[config.mk]
export PLATFORM = sky130hd
export DESIGN_NAME = conv_pool_sched
export DESIGN_NICKNAME = d
export VERILOG_FILES = /design/src/rtl/conv_pool_sched.sv
export SDC_FILE = /design/constraint.sdc
export NUM_CORES = 1
export LEC_CHECK = 0
export ABC_AREA = 1
export ABC_CLOCK_PERIOD_IN_PS = 14100
export BUFFER_PORTS_ARGS = -buffer_cell sky130_fd_sc_hd__clkbuf_2
export CAP_MARGIN = 10
export CORE_MARGIN = 3
export CORE_UTILIZATION = 35
export CTS_CLUSTER_DIAMETER = 200
export DETAILED_ROUTE_END_ITERATION = 12
export GPL_TIMING_DRIVEN = 0
export PLACE_DENSITY = 0.57
export SYNTH_ARGS = -nofsm -noshare
export SYNTH_HDL_FRONTEND = slang
export SYNTH_SLANG_ARGS = --single-unit
export TNS_END_PERCENT = 20
[constraint.sdc]
create_clock -name clk -period 14.1 [get_ports clk]
set_clock_uncertainty 0.2 [all_clocks]
set_input_delay 2.115 -clock clk [delete_from_list [all_inputs] [get_ports clk]]
set_output_delay 2.115 -clock clk [all_outputs]
set_load 0.01 [all_outputs]
[src/rtl/conv_pool_sched.sv]
// Frame scheduler for conv_pool: latches kernels, walks image tiles through the
// shared read port, tracks fixed read + datapath latency and writes pooled
// results in issue order.
module conv_pool_sched #(
  parameter int unsigned ADDR_W   = 16,
  parameter int unsigned MEM_LAT  = 1,
  parameter int unsigned PIPE_LAT = 3
) (
  input  logic              clk,
  input  logic              rst,
  input  logic              start,
  input  logic              abort,
  input  logic              pause,
  input  logic [ADDR_W-1:0] tile_count,
  input  logic [ADDR_W-1:0] base_in_addr,
  input  logic [ADDR_W-1:0] base_out_addr,
  input  logic [71:0]       kernel_r_in,
  input  logic [71:0]       kernel_g_in,
  input  logic [71:0]       kernel_b_in,
  output logic [71:0]       kernel_r,
  output logic [71:0]       kernel_g,
  output logic [71:0]       kernel_b,
  output logic              mem_re,
  output logic [ADDR_W-1:0] mem_addr,
  input  logic [7:0]        dp_y,
  output logic              out_we,
  output logic [ADDR_W-1:0] out_addr,
  output logic [7:0]        out_data,
  output logic              busy,
  output logic              done,
  output logic              aborted,
  output logic [ADDR_W-1:0] tiles_written
);

  // Tap where an issued tile's result is present on dp_y.
  localparam int unsigned TAP  = MEM_LAT + PIPE_LAT;
  localparam int unsigned SR_W = TAP + 1;

  typedef enum logic [1:0] {
    S_IDLE  = 2'd0,
    S_ISSUE = 2'd1,
    S_DRAIN = 2'd2,
    S_DONE  = 2'd3
  } state_t;

  state_t            state_q, state_d;
  logic [ADDR_W-1:0] tile_count_q, tile_count_d;
  logic [ADDR_W-1:0] base_in_q, base_in_d;
  logic [ADDR_W-1:0] base_out_q, base_out_d;
  logic [ADDR_W-1:0] issued_q, issued_d;
  logic [SR_W-1:0]   sr_q, sr_d;
  logic [71:0]       kernel_r_q, kernel_r_d;
  logic [71:0]       kernel_g_q, kernel_g_d;
  logic [71:0]       kernel_b_q, kernel_b_d;
  logic              mem_re_q, mem_re_d;
  logic [ADDR_W-1:0] mem_addr_q, mem_addr_d;
  logic              out_we_q, out_we_d;
  logic [ADDR_W-1:0] out_addr_q, out_addr_d;
  logic [7:0]        out_data_q, out_data_d;
  logic              busy_q, busy_d;
  logic              done_q, done_d;
  logic              aborted_q, aborted_d;
  logic [ADDR_W-1:0] tiles_written_q, tiles_written_d;

  logic              do_issue;
  logic [ADDR_W-1:0] issue_base;
  logic [ADDR_W-1:0] issue_idx;

  // Next-state, read issue and result capture.
  always_comb begin
    state_d         = state_q;
    tile_count_d    = tile_count_q;
    base_in_d       = base_in_q;
    base_out_d      = base_out_q;
    issued_d        = issued_q;
    kernel_r_d      = kernel_r_q;
    kernel_g_d      = kernel_g_q;
    kernel_b_d      = kernel_b_q;
    mem_re_d        = 1'b0;
    mem_addr_d      = mem_addr_q;
    out_we_d        = 1'b0;
    out_addr_d      = out_addr_q;
    out_data_d      = out_data_q;
    aborted_d       = aborted_q;
    tiles_written_d = tiles_written_q;
    do_issue        = 1'b0;
    issue_base      = base_in_q;
    issue_idx       = issued_q;

    case (state_q)
      S_IDLE: begin
        if (start) begin
          tile_count_d    = tile_count;
          base_in_d       = base_in_addr;
          base_out_d      = base_out_addr;
          kernel_r_d      = kernel_r_in;
          kernel_g_d      = kernel_g_in;
          kernel_b_d      = kernel_b_in;
          issued_d        = '0;
          tiles_written_d = '0;
          aborted_d       = 1'b0;
          if (tile_count == '0) begin
            state_d = S_DRAIN;
          end else begin
            state_d = S_ISSUE;
            // First tile goes out on the accepting edge itself.
            if (!pause) begin
              do_issue   = 1'b1;
              issue_base = base_in_addr;
              issue_idx  = '0;
              if (tile_count == ADDR_W'(1)) begin
                state_d = S_DRAIN;
              end
            end
          end
        end
      end
      S_ISSUE: begin
        if (abort) begin
          state_d   = S_DRAIN;
          aborted_d = 1'b1;
        end else if (!pause) begin
          do_issue = 1'b1;
          if (issued_q + ADDR_W'(1) == tile_count_q) begin
            state_d = S_DRAIN;
          end
        end
      end
      S_DRAIN: begin
        if (sr_q == '0) begin
          state_d = S_DONE;
        end
      end
      S_DONE: begin
        state_d = S_IDLE;
      end
      default: begin
        state_d = S_IDLE;
      end
    endcase

    if (do_issue) begin
      mem_re_d   = 1'b1;
      mem_addr_d = issue_base + issue_idx;
      issued_d   = issue_idx + ADDR_W'(1);
    end

    sr_d = {sr_q[SR_W-2:0], do_issue};

    // Results return in issue order, so the write counter is the address.
    if (sr_q[TAP]) begin
      out_we_d        = 1'b1;
      out_addr_d      = base_out_q + tiles_written_q;
      out_data_d      = dp_y;
      tiles_written_d = tiles_written_q + ADDR_W'(1);
    end

    busy_d = (state_d != S_IDLE);
    done_d = (state_d == S_DONE);
  end

  // State and registered outputs.
  always_ff @(posedge clk or posedge rst) begin
    if (rst) begin
      state_q         <= S_IDLE;
      tile_count_q    <= '0;
      base_in_q       <= '0;
      base_out_q      <= '0;
      issued_q        <= '0;
      sr_q            <= '0;
      kernel_r_q      <= '0;
      kernel_g_q      <= '0;
      kernel_b_q      <= '0;
      mem_re_q        <= 1'b0;
      mem_addr_q      <= '0;
      out_we_q        <= 1'b0;
      out_addr_q      <= '0;
      out_data_q      <= '0;
      busy_q          <= 1'b0;
      done_q          <= 1'b0;
      aborted_q       <= 1'b0;
      tiles_written_q <= '0;
    end else begin
      state_q         <= state_d;
      tile_count_q    <= tile_count_d;
      base_in_q       <= base_in_d;
      base_out_q      <= base_out_d;
      issued_q        <= issued_d;
      sr_q            <= sr_d;
      kernel_r_q      <= kernel_r_d;
      kernel_g_q      <= kernel_g_d;
      kernel_b_q      <= kernel_b_d;
      mem_re_q        <= mem_re_d;
      mem_addr_q      <= mem_addr_d;
      out_we_q        <= out_we_d;
      out_addr_q      <= out_addr_d;
      out_data_q      <= out_data_d;
      busy_q          <= busy_d;
      done_q          <= done_d;
      aborted_q       <= aborted_d;
      tiles_written_q <= tiles_written_d;
    end
  end

  assign kernel_r      = kernel_r_q;
  assign kernel_g      = kernel_g_q;
  assign kernel_b      = kernel_b_q;
  assign mem_re        = mem_re_q;
  assign mem_addr      = mem_addr_q;
  assign out_we        = out_we_q;
  assign out_addr      = out_addr_q;
  assign out_data      = out_data_q;
  assign busy          = busy_q;
  assign done          = done_q;
  assign aborted       = aborted_q;
  assign tiles_written = tiles_written_q;

endmodule

== Word-level counts from Yosys, hierarchy flattened ==
Cells that the tools add are included.

* Bits in registers: 348
* Input bits: 277
* Output and inout port bits: 277
* Word-level logic and storage cells: 75

* Add/sub/neg operators: 5
* Equal/unequal tests: 8
* Muxes and demuxes: 31
* Reductions and logical operators: 13

{| class="wikitable"
|+ Operators by type and width
! kind !! count
|-
| 16-bit two-way mux || 12
|-
| 16-bit by 1-bit adder with 16-bit output, second input constant || 3
|-
| 16-bit adder || 2
|-
| 16-bit by 1-bit == test with 1-bit output, second input constant || 1
|-
| 16-bit == test || 1
|-
| 16-bit logical NOT || 1
|-
| 2-bit two-way mux || 8
|-
| 2-bit nonzero test || 6
|-
| 1-bit two-way mux || 8
|-
| 2-bit one-hot mux with 4 select lines || 1
|-
| 2-bit == test, second input constant || 3
|-
| 2-bit AND reduction || 3
|-
| 5-bit logical NOT || 1
|-
| 2-bit != test, second input constant || 2
|-
| 1-bit one-hot mux with 2 select lines || 2
|-
| 3-bit AND reduction || 1
|-
| 2-bit by 1-bit == test with 1-bit output, second input constant || 1
|-
| 2-bit logical NOT || 1
|}

== Longest topological paths before layout ==
Gate-level depths: netlist (run 1).

* Depth after elaboration: 7
* Gate-level depth with buffers: 23
* Gate-level depth less buffers: 20

== Worst setup path before layout (run 1) ==
No wires, ideal clock.

* Kind: input to register
* Start point: input port tile_count[3]
* End point: register mem_addr_q[10], in the netlist mem_addr[10]
* Setup time: 83 ps
* Arrival: 4629 ps
* Data required time: 13817 ps
* Slack: 9188 ps
* Stages on the path: 22
* Buffers on the path: 3
* Cells stage by stage: nor2_1 -> nand3_1 -> nor2_1 -> nand2_1 -> nand2_2 -> buf_6 -> buf_6 -> clkbuf_1 -> o21ai_0 -> ha_1 -> fa_1 -> nand2_1 -> nand2_1 -> o21ai_0 -> o21ai_0 -> nand3_1 -> nand2_1 -> nand3_1 -> nand2_1 -> nand2_1 -> nand2_1 -> o21ai_0

* Cells in the longest elaborated chain, start to end: 5
* Elaborated cells on any way between the ends: 11
* Those cells by class: add/sub (1); mux (9); reduce/logical (1)

{| class="wikitable"
|+ RTL lines
! item !! line !! RTL
|-
| from (decl) || 14 || <nowiki>input logic [ADDR_W-1:0] tile_count,</nowiki>
|-
| 16-bit logical NOT * || 102 || <nowiki>if (tile_count == '0) begin</nowiki>
|-
| 16-bit two-way mux || 102 ||
|-
| 16-bit two-way mux || 92 || <nowiki>if (start) begin</nowiki>
|-
| 16-bit two-way mux || 90 || <nowiki>case (state_q)</nowiki>
|-
| 16-bit adder || 144 || <nowiki>mem_addr_d = issue_base + issue_idx;</nowiki>
|-
| to (signal assigned) || 194 || <nowiki>mem_addr_q <= mem_addr_d;</nowiki>
|-
| to (decl) || 56 || <nowiki>logic [ADDR_W-1:0] mem_addr_q, mem_addr_d;</nowiki>
|}

Mark *: on every way between the ends. The rest lies on a longest branch, timed or not.
A chain may end at the register's enable or synchronous reset.

== Worst setup path in the final report (run 1) ==
* Start point: input port tile_count[4]
* End point: register mem_addr_q[14], in the netlist mem_addr[14]

Same word-level chain as after synthesis.

==> key figures, run 1 <==
Global routing
  – Number of global-route vias before repair: 15,200
  – Global route total overflow: 0
  – Overall routing resource usage: 0.238
  – Largest net degree at the start of global routing: 125
  – Initial antenna violation count: 4
  – Global-route wire length before repair: 88,200 um

Logic synthesis
  – Simple-Gate Fraction of Synth Area: 0.300
  – Share of the synthesized area in the top cell type: 0.550
  – Mapped Area: 15,800 um^2
  – Post-Synth XOR/XNOR Area: 0.0136
  – Area contributors post-synth: dfrtp_1 55%, nand2_1 23%, inv_1 3.0%
  – Ys Warns: 0
  – Multiplexer area fraction after synthesis: 0.00127
  – Compound-Gate Fraction of Synth Area: 0.0536
  – Synth area leader: dfrtp_1
  – Distinct cell type count after synthesis: 39
  – Adder-Cell Fraction of Synth Area: 0.0287
  – Post-Synthesis Cells: 1,962
  – Largest family of logic cells by synthesized area: simple AND/OR/NAND/NOR gates
  – Syn nets: 2,274
  – #FFs+latches synth: 347
  – Mean post-synth cell area: 8.04 um^2
  – Post-synthesis sequential area ratio: 0.550

STA
  – Max Slew Vio Count: 0
  – Rel. slew slack: 0.328
  – RSZ-0062 raised after global routing: no
  – Setup violations, final: 0
  – Tmin final: 5.21 ns
  – Fmax: 0.192 GHz
  – Hold Fails Final Rpt: 0
  – Worst-margin pin slew: 1.01 ns
  – Fin crit share: 0.370
  – Tightest hold margin: 0.171 ns

Cells and area
  – Area growth from synthesis to final layout: 31.3%
  – Seq. cell area: 8680 um^2
  – Most frequent cells in the layout: 979 x nand2_1, 553 x clkbuf_2, 347 x dfrtp_1
  – Layout cell share with drive strength beyond 1: 0.252
  – Final instance area: 20,700 um^2
  – Multi-input combinational cell area: 6260 um^2
  – # fillers: 4,528
  – Nets: 2,871
  – Fin cells: 3,184
  – Most common cell after layout, fill and taps aside: nand2_1

Floorplan
  – Die area: 47,700 um^2
  – Die width: 218 um
  – Starting Density: 0.355
  – Core ar.: 44,400 um^2
  – Die H: 218 um
  – Row Count: 77
  – IO Count: 554

Place
  – Hpwl dp: 44,600 um
  – Placed cell area: 19,300 um^2
  – Port bufs: 553
  – Final GP Congestion: 0.908
  – Placed Instances: 3,109

Setup path
  – Critical Path Sink Type: flip-flop
  – Kind of critical path: in -> reg
  – Critical path data required time: 14.34 ns
  – FF-to-FF Start: state_q[1]
  – Slowest-stage cell, CP: fa_1
  – Critical path endpoint: mem_addr[14]
  – R2R depth: 22
  – CP Depth: 23
  – Max incr delay on CP: 0.41 ns
  – Most common cell on crit path: nand2_1
  – CP top delay family: simple AND/OR/NAND/NOR gates
  – CP cell instances: clkbuf_2, inv_1, nand4_1, nor2_1, nand2_1, nand2_2, buf_6, buf_6, clkbuf_1, o21ai_0, ha_1, fa_1, nand2_1, nand2_1, o21ai_0, nand3b_1, nand3_1, nand2_1, inv_1, nor2_1, nand2_1, nand3_1, nand2_1
  – Worst Path Arrival: 5.45 ns
  – Startpoint type of the worst setup path: input port
  – Worst path bufs/invs: 6
  – Largest fanout on the critical path: 10
  – Reg2reg setup slack: 10.09 ns
  – Reg2reg end: mem_addr[14]
  – Crit path from: tile_count[4]

Route
  – Drt wl/cell: 18.1 um
  – Wire length on met3: 3430 um
  – Post-route antenna net violation count: 0
  – Met2 wire len: 28,500 um
  – Vias after detailed routing: 15,200
  – DR vias/cell: 4.76
  – Number of DRC markers in iteration 0: 812
  – Routed Wire Length: 57,600 um
  – Max layer used: met4
  – M1 WL: 23,600 um
  – DRC violations left: 0
  – First-pass iteration count of the detailed router: 5

CTS
  – Maximum buffer depth of the clock tree: 3
  – CTS H-tree lvls: 2
  – Post-CTS Setup Bufs: 0
  – Clock Pin Slew Worst Setup and Hold Paths: 0.06 ns
  – CTS root buffer: clkbuf_16
  – Cts bufs inserted: 40
  – Post-cts resize count: 0
  – CTS tree: yes
  – Cts-stage hold buffer count: 0
  – Clock sink total: 347
  – Clk_lat worst skew: 0.56 ns

Status
  – Run status: finished clean

Power
  – Leak: 11.6 nW
  – PwrDens: 219 nW/um^2
  – Maximum vdd drop: 0.100 mV

Run
  – Max cap viols: 0

Worst hold path
  – Min-Delay Startpoint: sr_q[2]
  – Hold WC Path Type: reg -> reg
==> synth_stat cells <==
cell	instances
xnor3_1	1
or3_1	1
nor2_2	6
nand3_1	63
a221oi_1	1
o22ai_1	6
nand4_1	21
nand2_2	5
a21boi_0	2
nor4_1	1
dfrtp_1	347
a31oi_1	7
nor2_4	4
nand3_4	2
o211ai_1	2
ha_1	33
o21ai_1	8
buf_6	5
nand3b_1	4
inv_1	128
nor2_1	83
buf_1	4
o21ai_0	90
or2_2	5
a21o_1	2
clkinv_1	1
clkbuf_1	64
xor2_1	9
a211oi_1	1
mux2i_1	2
fa_1	2
nor3_1	11
a21oi_1	35
nand2_1	979
nand3_2	2
xnor2_1	13
buf_2	7
o21bai_1	3
a22oi_1	2
==> worst min-delay path by stage <==
stage              end  slack (ns)  cells after the start
4_1_cts        sr_q[3]        0.17                      0
2_1_floorplan  sr_q[4]        0.15                      0
6_report       sr_q[3]        0.17                      0
5_1_grt        sr_q[3]        0.19                      0
3_5_place_dp   sr_q[2]        0.17                      0
3_3_place_gp   sr_q[3]        0.16                      0
==> cell type report <==
cell class	instances	area share
sequential	347	0.419
multi-input combinational	1406	0.302
timing repair buffer	555	0.136
clock buffer	59	0.0572
tap	592	0.0357
inverter	129	0.0237
buffer	80	0.0167
clock inverter	11	0.00839
antenna	5	0.000604
==> flip-flops by register name (all words and copies together) (netlist names), 5 cells and up <==
register,cells
base_in_q,16
base_out_q,16
issued_q,16
kernel_b,72
kernel_g,72
kernel_r,72
mem_addr,16
out_addr,16
out_data,8
sr_q,5
tile_count_q,16
tiles_written,16
==> through the flow <==
stage	setup WS, ns	total power [mW]	setup TNS [ns]	utilization
6_report	8.89	4.53	0	0.467
3_3_place_gp	-2.07	3.44	-704.05	0.434
2_1_floorplan	2.16	2.63	0	-
3_5_place_dp	8.39	3.47	0	0.436
5_1_grt	8.47	4.86	0	0.466
4_1_cts	9.00	4.58	0	0.466
==> power by group <==
| group | switching (mW) | total (mW) | internal [mW] |
|---|---|---|---|
| clock | 0.430 | 1.09 | 0.655 |
| sequential | 0.272 | 1.70 | 1.43 |
| combinational | 1.13 | 1.75 | 0.618 |
| total | 1.83 | 4.53 | 2.70 |
==> cell families (layout without fill, tap and decap cells) <==
| group | Yosys count | after routing |
|---|---|---|
| AOI/OAI and AO/OA | 159 | 159 |
| xor gates and xnor gates | 23 | 23 |
| adders and majority gates | 35 | 35 |
| buffers and inverters | 209 | 834 |
| DFF | 347 | 347 |
| muxes | 2 | 2 |
| other | 0 | 5 |
| and+or+nand+nor | 1187 | 1187 |
==> layer usage <==
layer / track usage / vias to the layer above
met1: 0.296 / 7305
met3: 0.0516 / 110
li1: - / 7290
met4: 0.0885 / 0
met2: 0.409 / 455
met5: 0 / -
No activity file was read; power rests on OpenSTA's default activity.
==> run 2, diff against run 1 <==
--- a/config.mk
+++ b/config.mk
@@ -6,7 +6,7 @@
 export NUM_CORES = 1
 export LEC_CHECK = 0
 export ABC_AREA = 1
-export ABC_CLOCK_PERIOD_IN_PS = 14100
+export ABC_CLOCK_PERIOD_IN_PS = 4300
 export BUFFER_PORTS_ARGS = -buffer_cell sky130_fd_sc_hd__clkbuf_2
 export CAP_MARGIN = 10
 export CORE_MARGIN = 3
@@ -14,7 +14,7 @@
 export CTS_CLUSTER_DIAMETER = 200
 export DETAILED_ROUTE_END_ITERATION = 12
 export GPL_TIMING_DRIVEN = 0
-export PLACE_DENSITY = 0.57
+export PLACE_DENSITY = 0.6
 export SYNTH_ARGS = -nofsm -noshare
 export SYNTH_HDL_FRONTEND = slang
 export SYNTH_SLANG_ARGS = --single-unit
==> constraint.sdc (replaced) <==
create_clock -name clk -period 4.3 [get_ports clk]
set_clock_uncertainty 0.2 [all_clocks]
set_input_delay 0.645 -clock clk [delete_from_list [all_inputs] [get_ports clk]]
set_output_delay 0.645 -clock clk [all_outputs]
set_load 0.01 [all_outputs]
==> key figures, run 2 (synthesized netlist as in run 1, its figures left out) <==
Status
  – Run status: finished clean

Route
  – DRC violations left: 0
  – Drt wl/cell: 17.4 um
  – Post-route antenna net violation count: 0
  – DR vias/cell: 4.73
  – Number of DRC markers in iteration 0: 1,008
  – First-pass iteration count of the detailed router: 7
  – Routed Wire Length: 55,700 um
  – Vias after detailed routing: 15,100

Global routing
  – Number of global-route vias before repair: 15,200
  – Global-route wire length before repair: 85,700 um
  – Global route total overflow: 0
  – Initial antenna violation count: 4
  – Largest net degree at the start of global routing: 41
  – Overall routing resource usage: 0.230

Power
  – Internal power: 8.89 mW
  – Switching power: 5.96 mW
  – PwrDens: 710 nW/um^2
  – Leak: 11.8 nW
  – Clk pwr share: 0.242
  – Power Total: 14.8 mW
  – Seq pwr share: 0.377
  – Switching Share: 0.401
  – Maximum vdd drop: 0.429 mV
  – Combinational power share: 0.381

Setup path
  – Critical path data required time: 4.53 ns
  – Largest fanout on the critical path: 10
  – Worst Path Arrival: 4.02 ns
  – Startpoint type of the worst setup path: flip-flop
  – Kind of critical path: reg -> reg
  – Critical Path Sink Type: flip-flop

Worst hold path
  – Hold WC Path Type: in -> reg

Place
  – Port bufs: 553
  – Placed Instances: 3,117
  – Hpwl dp: 43,800 um
  – Placed cell area: 19,500 um^2
  – Final GP Congestion: 0.892

Floorplan
  – Die width: 218 um
  – IO Count: 554
  – Core ar.: 44,400 um^2
  – Row Count: 77
  – Die H: 218 um
  – Die area: 47,700 um^2
  – Starting Density: 0.355

STA
  – Max Slew Vio Count: 0
  – Tmin final: 3.79 ns
  – RSZ-0062 raised after global routing: no
  – Hold Fails Final Rpt: 0
  – Fin crit share: 0.881
  – Rel. slew slack: 0.291
  – Worst-margin pin slew: 1.06 ns
  – Fmax: 0.264 GHz
  – Setup violations, final: 0

Cells and area
  – Most frequent cells in the layout: 979 x nand2_1, 553 x clkbuf_2, 347 x dfrtp_1
  – Fin cells: 3,195
  – Layout cell share with drive strength beyond 1: 0.257
  – Nets: 2,882
  – Area growth from synthesis to final layout: 32.5%
  – Final instance area: 20,900 um^2
  – Fin util: 0.471
  – Most common cell after layout, fill and taps aside: nand2_1

CTS
  – Clock sink total: 347
  – Maximum buffer depth of the clock tree: 3
  – CTS tree: yes
  – CTS H-tree lvls: 2
  – Clk_lat worst skew: 0.55 ns
  – Clock Pin Slew Worst Setup and Hold Paths: 0.06 ns
  – CTS root buffer: clkbuf_16
  – Cts bufs inserted: 42

Run
  – Max cap viols: 0
-- run 2: cell count changes in the layout (fill, tap and decap cells not counted), moves of 2 or more --
cell	previous run	this run
buf_12	0	9
clkinv_2	3	12
clkbuf_1	74	69
clkbuf_8	7	5
clkinv_4	0	2
diode_2	5	3
-- run 2: final timing paths --
kind,depth (start not counted),endpoint,startpoint,slack (ns)
max in group asynchronous,6,kernel_g[63],rst,2.34
worst max-delay path,22,mem_addr[14],state_q[1],0.51
worst min register to register,0,sr_q[3],sr_q[2],0.17
worst min-delay path,3,kernel_r[65],kernel_r_in[65],0.09
worst max register to register,22,mem_addr[14],state_q[1],0.51
min in group asynchronous,3,kernel_b[3],rst,0.48
-- run 2: layer usage --
layer	up-vias	global-route usage	wire length, um
met2	522	0.396	27900
li1	7320	-	-
met5	-	0	0
met3	87	0.0528	3790
met4	0	0.0731	1430
met1	7184	0.288	22600
-- run 2: worst max-delay path, stage by stage (launching register included) --
cell	delay, ns
dfrtp_1	0.39
nor2_1	0.19
nand2_4	0.17
nor2_1	0.15
nand2_2	0.10
buf_6	0.16
buf_6	0.14
clkbuf_1	0.23
nand2_1	0.11
o21ai_0	0.09
ha_1	0.25
fa_1	0.41
nand2_1	0.09
nand2_1	0.05
o21ai_0	0.18
nand3b_1	0.18
nand3_1	0.13
nand2_1	0.10
inv_1	0.05
nor2_1	0.09
nand2_1	0.06
nand3_1	0.08
nand2_1	0.06
-- run 2: power by group through the flow --
| stage | Combinational (mW) | Sequential [mW] | Clock [mW] |
|---|---|---|---|
| after global routing | 6.38 | 5.76 | 3.83 |
| after detailed placement | 5.74 | 5.57 | 0 |
| after floorplan | 2.64 | 6.00 | 0 |
| final | 5.66 | 5.60 | 3.59 |
| after global placement | 5.63 | 5.57 | 0 |
| after CTS | 5.74 | 5.58 | 3.68 |
-- run 2: area by class of cell --
type | instances | area (um^2)
well taps | 592 | 741
inverters | 129 | 488
clock inverters | 21 | 221
flip-flops and latches | 347 | 8680
multi-input cells | 1406 | 6270
diodes | 3 | 7.51
clock buffers | 53 | 1160
repair buffers | 564 | 2990
fillers | 4491 | 23500
plain buffers | 80 | 347
-- run 2: per-stage QoR --
step / setup TNS (ns) / worst slack [ns] / hold WS (ns)
after global placement: -1153.15 / -3.37 / 0.158
after CTS: 0 / 0.450 / 0.0437
after global routing: 0 / 0.0733 / 0.0619
after detailed placement: 0 / 0.0787 / 0.159
after floorplan: -412.74 / -1.19 / 0.148
final: 0 / 0.510 / 0.0886
-- run 2: repair_timing --
item	CTS	global route
resized for setup	0	2
hold buffers	1	0
endpoints found under the setup margin	0	1
endpoints found under the hold margin	14	0
buffers inserted	0	0
==> run 3, diff against run 2 <==
--- a/config.mk
+++ b/config.mk
@@ -5,7 +5,6 @@
 export SDC_FILE = /design/constraint.sdc
 export NUM_CORES = 1
 export LEC_CHECK = 0
-export ABC_AREA = 1
 export ABC_CLOCK_PERIOD_IN_PS = 4300
 export BUFFER_PORTS_ARGS = -buffer_cell sky130_fd_sc_hd__clkbuf_2
 export CAP_MARGIN = 10
@@ -14,7 +13,7 @@
 export CTS_CLUSTER_DIAMETER = 200
 export DETAILED_ROUTE_END_ITERATION = 12
 export GPL_TIMING_DRIVEN = 0
-export PLACE_DENSITY = 0.6
+export PLACE_DENSITY_LB_ADDON = 0.08
 export SYNTH_ARGS = -nofsm -noshare
 export SYNTH_HDL_FRONTEND = slang
 export SYNTH_SLANG_ARGS = --single-unit
==> key figures, run 3 <==
Status
  – Run status: finished clean

Setup path
  – Critical Path Sink Type: flip-flop
  – Reg2reg setup slack: 0.18 ns
  – Crit path from: state_q[0]
  – CP cell instances: or3b_4, nor2_2, o21ai_2, buf_6, buf_4, mux2_1, ha_1, fa_2, a211oi_2, o21bai_1, a21oi_2, o21ai_0, o2111a_1, or3_1, a31o_2
  – Critical path data required time: 4.54 ns
  – FF-to-FF Start: state_q[0]
  – Largest fanout on the critical path: 10
  – CP Depth: 15
  – R2R depth: 15
  – Critical path endpoint: mem_addr[10]
  – Reg2reg end: mem_addr[10]
  – CP top delay family: compound AO/OA/AOI/OAI gates
  – Slowest-stage cell, CP: or3b_4
  – Max incr delay on CP: 0.46 ns
  – Kind of critical path: reg -> reg
  – Worst path bufs/invs: 2
  – Worst Path Arrival: 4.36 ns
  – Startpoint type of the worst setup path: flip-flop

Power
  – Clk pwr share: 0.244
  – Switching power: 5.82 mW
  – PwrDens: 716 nW/um^2
  – Internal power: 9.02 mW
  – Switching Share: 0.392
  – Maximum vdd drop: 0.303 mV
  – Combinational power share: 0.381
  – Leak: 11.3 nW
  – Seq pwr share: 0.375
  – Power Total: 14.8 mW

Route
  – Vias after detailed routing: 13,900
  – First-pass iteration count of the detailed router: 6
  – DR vias/cell: 4.69
  – Drt wl/cell: 19.3 um
  – Routed Wire Length: 57,400 um
  – DRC violations left: 0
  – Number of DRC markers in iteration 0: 839
  – Post-route antenna net violation count: 0

Floorplan
  – Die area: 46,900 um^2
  – Row Count: 76
  – IO Count: 554
  – Die width: 217 um
  – Die H: 217 um
  – Starting Density: 0.357
  – Core ar.: 43,500 um^2

Cells and area
  – Layout cell share with drive strength beyond 1: 0.287
  – Nets: 2,662
  – Fin cells: 2,974
  – Area growth from synthesis to final layout: 33.5%
  – Most common cell after layout, fill and taps aside: nand2_1
  – Fin util: 0.477
  – # fillers: 4,417
  – Most frequent cells in the layout: 852 x nand2_1, 553 x clkbuf_2, 345 x dfrtp_1

Logic synthesis
  – Top-count cell post-synth: nand2_1
  – Syn nets: 2,052
  – Area contributors post-synth: dfrtp_1 56%, nand2_1 21%, ha_1 2.7%
  – Synth top cells by count: 852 x nand2_1, 347 x dfrtp_1, 81 x clkbuf_1
  – Post-Synthesis Cells: 1,740
  – Ys Warns: 0
  – Share of the synthesized area in the top cell type: 0.560
  – Mapped Area: 15,500 um^2
  – Post-synthesis sequential area ratio: 0.560
  – #FFs+latches synth: 347
  – Synth area leader: dfrtp_1
  – Synth Flop Type: dfrtp_1
  – Distinct cell type count after synthesis: 65
  – Post-synth ARST share: 1.00
  – Number of synthesized flops with an enable pin: 0
  – Mean post-synth cell area: 8.92 um^2

STA
  – Max Slew Vio Count: 0
  – Setup violations, final: 0
  – Worst-margin pin slew: 0.845 ns
  – Fin crit share: 0.959
  – Fmax: 0.243 GHz
  – RSZ-0062 raised after global routing: no
  – Tmin final: 4.12 ns
  – Rel. slew slack: 0.436
  – Tightest hold margin: 0.0421 ns
  – Hold Fails Final Rpt: 0

CTS
  – Clock Pin Slew Worst Setup and Hold Paths: 0.06 ns
  – CTS root buffer: clkbuf_16
  – Cts-stage hold buffer count: 0
  – Cts bufs inserted: 41
  – CTS tree: yes
  – Clock sink total: 347
  – Clk_lat worst skew: 0.55 ns
  – Maximum buffer depth of the clock tree: 3
  – CTS H-tree lvls: 2

Global routing
  – Overall routing resource usage: 0.244
  – Largest net degree at the start of global routing: 41
  – Global route total overflow: 0
  – Global-route wire length before repair: 87,700 um
  – Number of global-route vias before repair: 14,400
  – Initial antenna violation count: 9

Place
  – Placed Instances: 2,887
  – Final GP Congestion: 0.898
  – Hpwl dp: 45,300 um
  – Port bufs: 553

Run
  – Max cap viols: 0

Worst hold path
  – Hold WC Path Type: in -> async
run 3: cell types whose count changed in the layout (fill, tap and decap cells not counted), sizes merged, moves of 12 or more:
cell    previous run  this run
xnor2             13        39
o31ai              0        12
nand2            984       852
and2               0        20
clkbuf           670       696
nand3             67        21
nand4             21         9
o21ai             98        54
nor2              93        36
mux2               0        34
inv              128        19
run 3: worst min-delay path by stage:
| stage | to | slack, ns | depth (start not counted) |
|---|---|---|---|
| 3_3_place_gp | sr_q[3] | 0.15 | 0 |
| 4_1_cts | kernel_r[10] | 0.03 | 2 |
| 5_1_grt | kernel_r[65] | 0.07 | 3 |
| 2_1_floorplan | sr_q[3] | 0.15 | 0 |
| 6_report | kernel_r[10] | 0.04 | 2 |
| 3_5_place_dp | out_we | 0.16 | 0 |
run 3: routing by layer:
layer,GRT usage,wire length (um)
met1,0.294,23300
met5,0,60
met3,0.0878,4920
met2,0.408,27700
met4,0.0749,1430
run 3: through the flow:
step / worst slack (ns) / area [um^2] / setup TNS [ns]
2_1_floorplan: -1.19 / 15500 / -412.92
3_3_place_gp: -3.63 / 19000 / -1250.85
3_5_place_dp: -1.23 / 19200 / -7.94
4_1_cts: 0.00158 / 20600 / 0
5_1_grt: 0.00512 / 20700 / 0
6_report: 0.178 / 20700 / 0
run 3: cells by family after synthesis:
logic type               after synthesis  synth area share
XOR/XNOR                              59            0.0333
AO/OA/AOI/OAI                        166            0.0694
adder cells (fa/ha/maj)               35            0.0292
multiplexers                          36            0.0260
flip-flops                           347             0.560
AND/OR/NAND/NOR                      989             0.256
buffers and inverters                108            0.0268
run 3: layout make-up:
type,instances,area (um^2),area share
diodes,6,15.0,0.000725
clock buffers,65,1300,0.0627
plain buffers,87,348,0.0168
flip-flops and latches,347,8690,0.419
inverters,19,75.1,0.00362
clock inverters,11,119,0.00574
multi-input cells,1285,6440,0.311
repair buffers,569,3000,0.145
well taps,585,732,0.0353
run 3: timing repair:
action	4_1_cts	5_1_grt
setup buffers	2	4
setup endpoints to repair	9	4
gates resized for setup	8	6
pin swaps	1	4
run 3: power groups by stage:
| stage | Clock (mW) | Combinational [mW] | Sequential [mW] |
|---|---|---|---|
| 6_report | 3.62 | 5.65 | 5.57 |
| 5_1_grt | 3.86 | 6.31 | 5.74 |
| 4_1_cts | 3.71 | 5.73 | 5.57 |
| 3_5_place_dp | 0 | 5.74 | 5.57 |
| 3_3_place_gp | 0 | 5.64 | 5.56 |
| 2_1_floorplan | 0 | 2.61 | 6.00 |
